$ cat src/rtl/gctr_64.sv
// Counter-mode keystream stage: an iterative PRESENT-80 core encrypts an internal
// counter block and XORs the result into data_in, one block every 33 cycles.
module gctr_64 (
   input  logic        clk,
   input  logic        reset,
   input  logic [63:0] data_in,
   input  logic [79:0] key,
   output logic [63:0] data_out
);

   localparam logic [5:0] LAST_ROUND = 6'd32;

   logic [63:0] cb_r, cb_s;
   logic [63:0] data_r, data_s;
   logic [63:0] state_r, state_s;
   logic [79:0] key_r, key_s;
   logic [5:0]  round_r, round_s;
   logic [63:0] dout_r, dout_s;

   function automatic logic [3:0] sbox4(input logic [3:0] x);
      logic [3:0] y;
      case (x)
         4'h0: y = 4'hC;
         4'h1: y = 4'h5;
         4'h2: y = 4'h6;
         4'h3: y = 4'hB;
         4'h4: y = 4'h9;
         4'h5: y = 4'h0;
         4'h6: y = 4'hA;
         4'h7: y = 4'hD;
         4'h8: y = 4'h3;
         4'h9: y = 4'hE;
         4'hA: y = 4'hF;
         4'hB: y = 4'h8;
         4'hC: y = 4'h4;
         4'hD: y = 4'h7;
         4'hE: y = 4'h1;
         4'hF: y = 4'h2;
         default: y = 4'h0;
      endcase
      return y;
   endfunction

   function automatic logic [63:0] s_layer(input logic [63:0] x);
      logic [63:0] o;
      o = 64'h0;
      for (int n = 0; n < 16; n++) begin
         o[4*n +: 4] = sbox4(x[4*n +: 4]);
      end
      return o;
   endfunction

   // Bit 63 is a fixed point of the permutation, so it keeps its value from the copy.
   function automatic logic [63:0] p_layer(input logic [63:0] x);
      logic [63:0] o;
      o = x;
      for (int i = 0; i < 63; i++) begin
         o[(16*i) % 63] = x[i];
      end
      return o;
   endfunction

   function automatic logic [79:0] key_update(input logic [79:0] k, input logic [4:0] r);
      logic [79:0] t;
      t          = {k[18:0], k[79:19]};
      t[79:76]   = sbox4(t[79:76]);
      t[19:15]   = t[19:15] ^ r;
      return t;
   endfunction

   // Phase sequencing: capture at round 0, cipher rounds 1..31, output/increment at 32.
   always_comb begin
      cb_s    = cb_r;
      data_s  = data_r;
      state_s = state_r;
      key_s   = key_r;
      round_s = round_r;
      dout_s  = dout_r;
      case (round_r)
         6'd0: begin
            data_s  = data_in;
            key_s   = key;
            state_s = cb_r;
            round_s = 6'd1;
         end
         LAST_ROUND: begin
            dout_s  = data_r ^ state_r ^ key_r[79:16];
            cb_s    = {cb_r[63:32], cb_r[31:0] + 32'd1};
            round_s = 6'd0;
         end
         default: begin
            if (round_r < LAST_ROUND) begin
               state_s = p_layer(s_layer(state_r ^ key_r[79:16]));
               key_s   = key_update(key_r, round_r[4:0]);
               round_s = round_r + 6'd1;
            end else begin
               round_s = 6'd0;
            end
         end
      endcase
   end

   // State registers with asynchronous clear.
   always_ff @(posedge clk or negedge reset) begin
      if (!reset) begin
         cb_r    <= 64'h0;
         data_r  <= 64'h0;
         state_r <= 64'h0;
         key_r   <= 80'h0;
         round_r <= 6'd0;
         dout_r  <= 64'h0;
      end else begin
         cb_r    <= cb_s;
         data_r  <= data_s;
         state_r <= state_s;
         key_r   <= key_s;
         round_r <= round_s;
         dout_r  <= dout_s;
      end
   end

   assign data_out = dout_r;

endmodule

$ cat config.mk
export PLATFORM = sky130hd
export DESIGN_NAME = gctr_64
export DESIGN_NICKNAME = d
export VERILOG_FILES = /design/src/rtl/gctr_64.sv
export SDC_FILE = /design/constraint.sdc
export NUM_CORES = 1
export LEC_CHECK = 0
export CELL_PAD_IN_SITES_DETAIL_PLACEMENT = 1
export CELL_PAD_IN_SITES_GLOBAL_PLACEMENT = 2
export CORE_MARGIN = 4
export CORE_UTILIZATION = 33
export DETAILED_ROUTE_END_ITERATION = 16
export GPL_TIMING_DRIVEN = 0
export MAX_ROUTING_LAYER = met4
export PLACE_DENSITY_LB_ADDON = 0.1
export SYNTH_ARGS = -nofsm -noshare
export SYNTH_HDL_FRONTEND = slang
export SYNTH_SLANG_ARGS = --single-unit
$ cat constraint.sdc
create_clock -name clk -period 2.25 [get_ports clk]
set_clock_uncertainty 0.15 [all_clocks]
set_input_delay 0.45 -clock clk [delete_from_list [all_inputs] [get_ports clk]]
set_output_delay 0.45 -clock clk [all_outputs]
set_load 0.05 [all_outputs]
# Word-level counts from Yosys, hierarchy flattened

Memory sizes are Yosys's and may differ from the RTL's.
Cells that the tools add are included.

Register bits after elaboration: 310
Latch bits: 0
Bits in writable memories: 0
ROM bits: 1,088
Input port bits: 146
Logic and storage cells: 41
Memories kept: 17

Memories:

| memory           | depth | bits a word | rd ports | clocked after memory_dff | wr ports | line | source |
|---|---|---|---|---|---|---|---|
| (no name shown)  | 16    | 4           | 1        | 0                        | 0        | 22   | `case (x)` |
| (no name shown)  | 16    | 4           | 1        | 0                        | 0        | 22   |  |
| (no name shown)  | 16    | 4           | 1        | 0                        | 0        | 22   |  |
| (no name shown)  | 16    | 4           | 1        | 0                        | 0        | 22   |  |
| (no name shown)  | 16    | 4           | 1        | 0                        | 0        | 22   |  |
| (no name shown)  | 16    | 4           | 1        | 0                        | 0        | 22   |  |
| 11 more memories | -     | -           | -        | -                        | -        | -    |  |

Add/subtract/negate cells: 2
Multiply operators: 0
Divide/modulo/power cells: 0
Order comparisons: 1
Equal/unequal tests: 1
Shifts and indexed selects: 0
Mux-type cells: 6
Bitwise gates (word level): 5
Reductions and logical operators: 3

Operator list:

| kind                  | count |
|---|---|
| $xor 64x64->64        | 3 |
| $pmux 80 s2           | 1 |
| $pmux 64 s2           | 1 |
| $mux 80               | 1 |
| $mux 64               | 1 |
| $add 32x1->32 const B | 1 |
| $pmux 6 s2            | 1 |
| $add 6x1->6 const B   | 1 |
| $eq 6x6->1 const B    | 1 |
| $logic_not 6->1       | 1 |
| $lt 6x6->1 const B    | 1 |
| $mux 6                | 1 |
| $xor 5x5->5           | 1 |
| $reduce_and 2->1      | 1 |
| $reduce_bool 2->1     | 1 |
| $not 1->1             | 1 |

# Logic depth before layout (Yosys ltp)

An unclocked memory read counts as a cell.

Word-level depth: 4
Mapped depth: 8
Gate-level depth less buffers: 6

# Least setup slack after synthesis

OpenSTA, ideal clock, no wires.

Kind: reg-to-reg
Start point: register round_r[0]
End point: register data_r[10]
Library setup time: 125 ps
Arrival time: 2,049 ps
Slack: -74 ps
Stages on the path, launching flop included: 8
Path buffers: 2
Cell sequence: dfrtp_1 inv_1 ha_1 or4b_4 buf_6 nor2_2 buf_2 mux2_2

Cells in the longest elaborated chain, start to end: 1

Ends and longest elaborated chain:

| element                | line | source |
|---|---|---|
| start, declared        | 17   | `logic [5:0] round_r, round_s;` |
| start signal, assigned | 117  | `round_r <= round_s;` |
| $logic_not 6->1        | 79   | `case (round_r)` |
| end signal, assigned   | 114  | `data_r <= data_s;` |
| end, declared          | 14   | `logic [63:0] data_r, data_s;` |

No other way between the ends.
A chain may end at the register's enable or synchronous reset.

# Worst setup path in the final report

Start point: register round_r[0]
End point: register data_r[57]

Same word-level chain as after synthesis.

==> impl_metrics.tcl <==
set metrics [dict create \
    pin_count 210 \
    status "finished with violations" \
    dieHeight_um 232 \
    utilization_pct 46.6 \
    ir_drop_mv 0.576 \
    finalWorstSetupSlack_ns -0.0292 \
    fmax_ghz 0.439 \
    route.met2.wl_um 29400 \
    tightest_slew_ns 0.719 \
    io_buffers 209 \
    violations "negative setup slack" \
    cp-start-kind "register" \
    drt_iter0_markers 758 \
    hold-worst-slack_ns 0.220 \
    area_growth_pct 38.8 \
    routed-wl-met3_um 3160 \
    clock-sinks 310 \
    mostFrequentLayoutCell "dfrtp_1" \
    nFillCells 5215 \
    netlist_area_sq_um 16500 \
    path_clk_slew_ns 0.05 \
    grt_pass1_wl_um 90000 \
    drt_wl_total_um 62600 \
    reg2reg_from "round_r[0]$_DFF_PN0_" \
    die_x_um 232 \
    ys_ff_latch 310 \
    drt-met1-wl_um 28100 \
    synth_top_area_share_pct 47.0 \
    path_class "register to register" \
    r2r_end "data_r[57]$_DFFE_PN0P_" \
    seq_area_frac_synth_pct 47.0 \
    synth_nets 1723 \
    dp_cells 2395 \
    grt_use_total_pct 23.3 \
    gp_congestion 0.872 \
    crit_end "data_r[57]$_DFFE_PN0P_" \
    rows 81 \
    worst_ep_arrival_time_ns 2.56 \
    fin_crit_sh_pct 101 \
    viasPerCell 5.09 \
    coreArea_sq_um 49200 \
    grt_overflow 0 \
    vias 12817 \
    wire_per_inst_um 24.9 \
    dr.pass1.iters 5 \
    clock_path_buffers 3 \
    cp_slowest_cell "or4b_4" \
    cp_cell_sequence "inv_2, ha_4, or4b_4, nor2_4, buf_12, buf_8, clkbuf_16, mux2_4" \
    synth.area.top_cells "dfrtp_1 (47%), mux2i_1 (7.3%), o21ai_0 (5.9%), mux2_2 (5.5%), xor2_1 (5.4%)" \
    synth-edff-count 0 \
    die_area_sq_um 53600 \
    htreeDepth 2 \
    ys_warn_count 0 \
    layout-drive-gt1-share_pct 22.7 \
    top_layer "met4" \
    clkLatencyLatePin_ns 0.56 \
    maxCapViolCount 0 \
    p_leak_nw 9.68 \
    slew_headroom_pct 52.1 \
    power.density_nw_per_um2 1300 \
    worstSetupPathDepth 8 \
    yosys.area.top_type "dfrtp_1" \
    slew_viol_final 0 \
    setup_viol 30 \
    most-common-layout-cells "dfrtp_1 (278), nand2_1 (203), o21ai_0 (186)" \
    holdCritPathClass "input port to async pin" \
    ys_async_sr_fraction_pct 100 \
    cts_root_buffer "clkbuf_16" \
    rsz0062_at_grt "true" \
    drcViolationCount 0 \
    finalSetupTns_ns -0.351 \
    critPathTopFamily "simple AND/OR/NAND/NOR gates" \
    grt_pass1_vias 13580 \
    grt_max_degree 103 \
    fin_nets 2030 \
    synth.avg_cell_area_sq_um 10.9 \
    critPathLaunch "round_r[0]$_DFF_PN0_" \
    fin_crit_ns 2.28 \
    layoutNonFillerInstCount 2516 \
    crit_buf_inv 4 \
    tritoncts "done" \
    antenna_left 0 \
    numCtsBuffers 38 \
    r2r_cells 8 \
    max_stage_delay_ns 0.53 \
    finalHoldViolCount 0 \
    yosys_most_used_dff "dfrtp_1" \
    ff2ff_setup_slack_ns -0.03 \
    ys_types 40 \
    worstPathRequired_ns 2.53 \
    cp-end-kind "register" \
    synth_cells 1519 \
    hpwl_um 46400 \
    antenna_found_initial 4 \
    crit_fanout 6 \
    initial_utilization_pct 33.6 \
]
layer usage:
metal	global-route usage, %	vias to the layer above
met3	4.81	77
met4	6.43	0
met1	31.1	6565
li1	-	5894
met5	-	-
met2	36.4	281
Yosys cell counts, types with 2 or more instances:
library cell  number
nor3b_1            4
a211oi_1           8
nor4_1             5
nor3_1            14
and3_1             2
nor3_2             3
nand2b_1          13
mux2_2            80
mux4_2            34
buf_6              2
a21o_1             8
nand3_1           32
o211ai_1          12
nand2_1          204
and2_1             2
o41ai_1            3
xor2_1           101
a21oi_1           29
ha_1              58
buf_2             14
dfrtp_1          310
and4_1             6
inv_1             57
clkbuf_1          56
o31ai_1           16
mux2i_1          121
nand4_1            7
o21ai_0          196
xnor2_1           88
nor2_1            22
buf_1              3
how the worst min path moves through the flow:
| stage | startpoint | end | cells past startpoint |
|---|---|---|---|
| 2_1_floorplan | reset | cb_r[0]$_DFFE_PN0P_ | 0 |
| 3_3_place_gp | data_out[41]$_DFFE_PN0P_ | data_out[41]$_DFFE_PN0P_ | 2 |
| 3_5_place_dp | reset | data_out[52]$_DFFE_PN0P_ | 1 |
| 4_1_cts | reset | data_out[52]$_DFFE_PN0P_ | 2 |
| 5_1_grt | reset | data_out[52]$_DFFE_PN0P_ | 2 |
| 6_report | reset | data_out[52]$_DFFE_PN0P_ | 2 |
cells by family after synthesis:
logic type | after synthesis | synth area share [%]
AOI/OAI and AO/OA | 273 | 9.05
xor gates and xnor gates | 189 | 10.0
adders and majority gates | 58 | 4.40
buffers and inverters | 132 | 3.20
DFF | 310 | 47.0
muxes | 235 | 17.4
and+or+nand+nor | 322 | 8.82
power by group:
group,internal [mW],total [mW],switching (mW)
clock,3.91,6.41,2.50
combinational,6.06,14.6,8.51
sequential,7.09,8.85,1.76
state kept, by name (all words and copies together), names as in the netlist:
signal / flops
cb_r: 32
data_out: 64
state_r: 64
data_r: 64
key_r: 80
round_r: 6
metrics by stage:
| step | power, mW | area (sq um) | setup WS [ns] |
|---|---|---|---|
| CTS | 29.5 | 22000 | -0.0911 |
| global route | 31.6 | 22900 | -0.122 |
| detailed placement | 22.4 | 19500 | -1.33 |
| finish | 29.8 | 22900 | -0.0292 |
| global placement | 22.0 | 19400 | -14.02 |
| floorplan | 17.2 | 16500 | -0.0191 |
layout make-up:
| type | instances | area, sq um | share of cell area [%] |
|---|---|---|---|
| Inverter | 57 | 214 | 0.935 |
| Multi-Input combinational cell | 1077 | 9420 | 41.1 |
| Buffer | 69 | 557 | 2.43 |
| Sequential cell | 310 | 7800 | 34.1 |
| Tap cell | 664 | 831 | 3.63 |
| Clock buffer | 61 | 1180 | 5.15 |
| Timing Repair Buffer | 273 | 2790 | 12.2 |
| Antenna cell | 1 | 2.50 | 0.0109 |
| Clock inverter | 4 | 98.8 | 0.432 |
timing repair:
action,CTS,global route
pin swaps,3,20
setup buffers,18,33
cloned,3,8
hold buffers,1,0
resized for setup,278,178
endpoints found under the hold margin,32,0
endpoints found under the setup margin,372,259
Note: power is estimated with default switching activity, not from simulation.
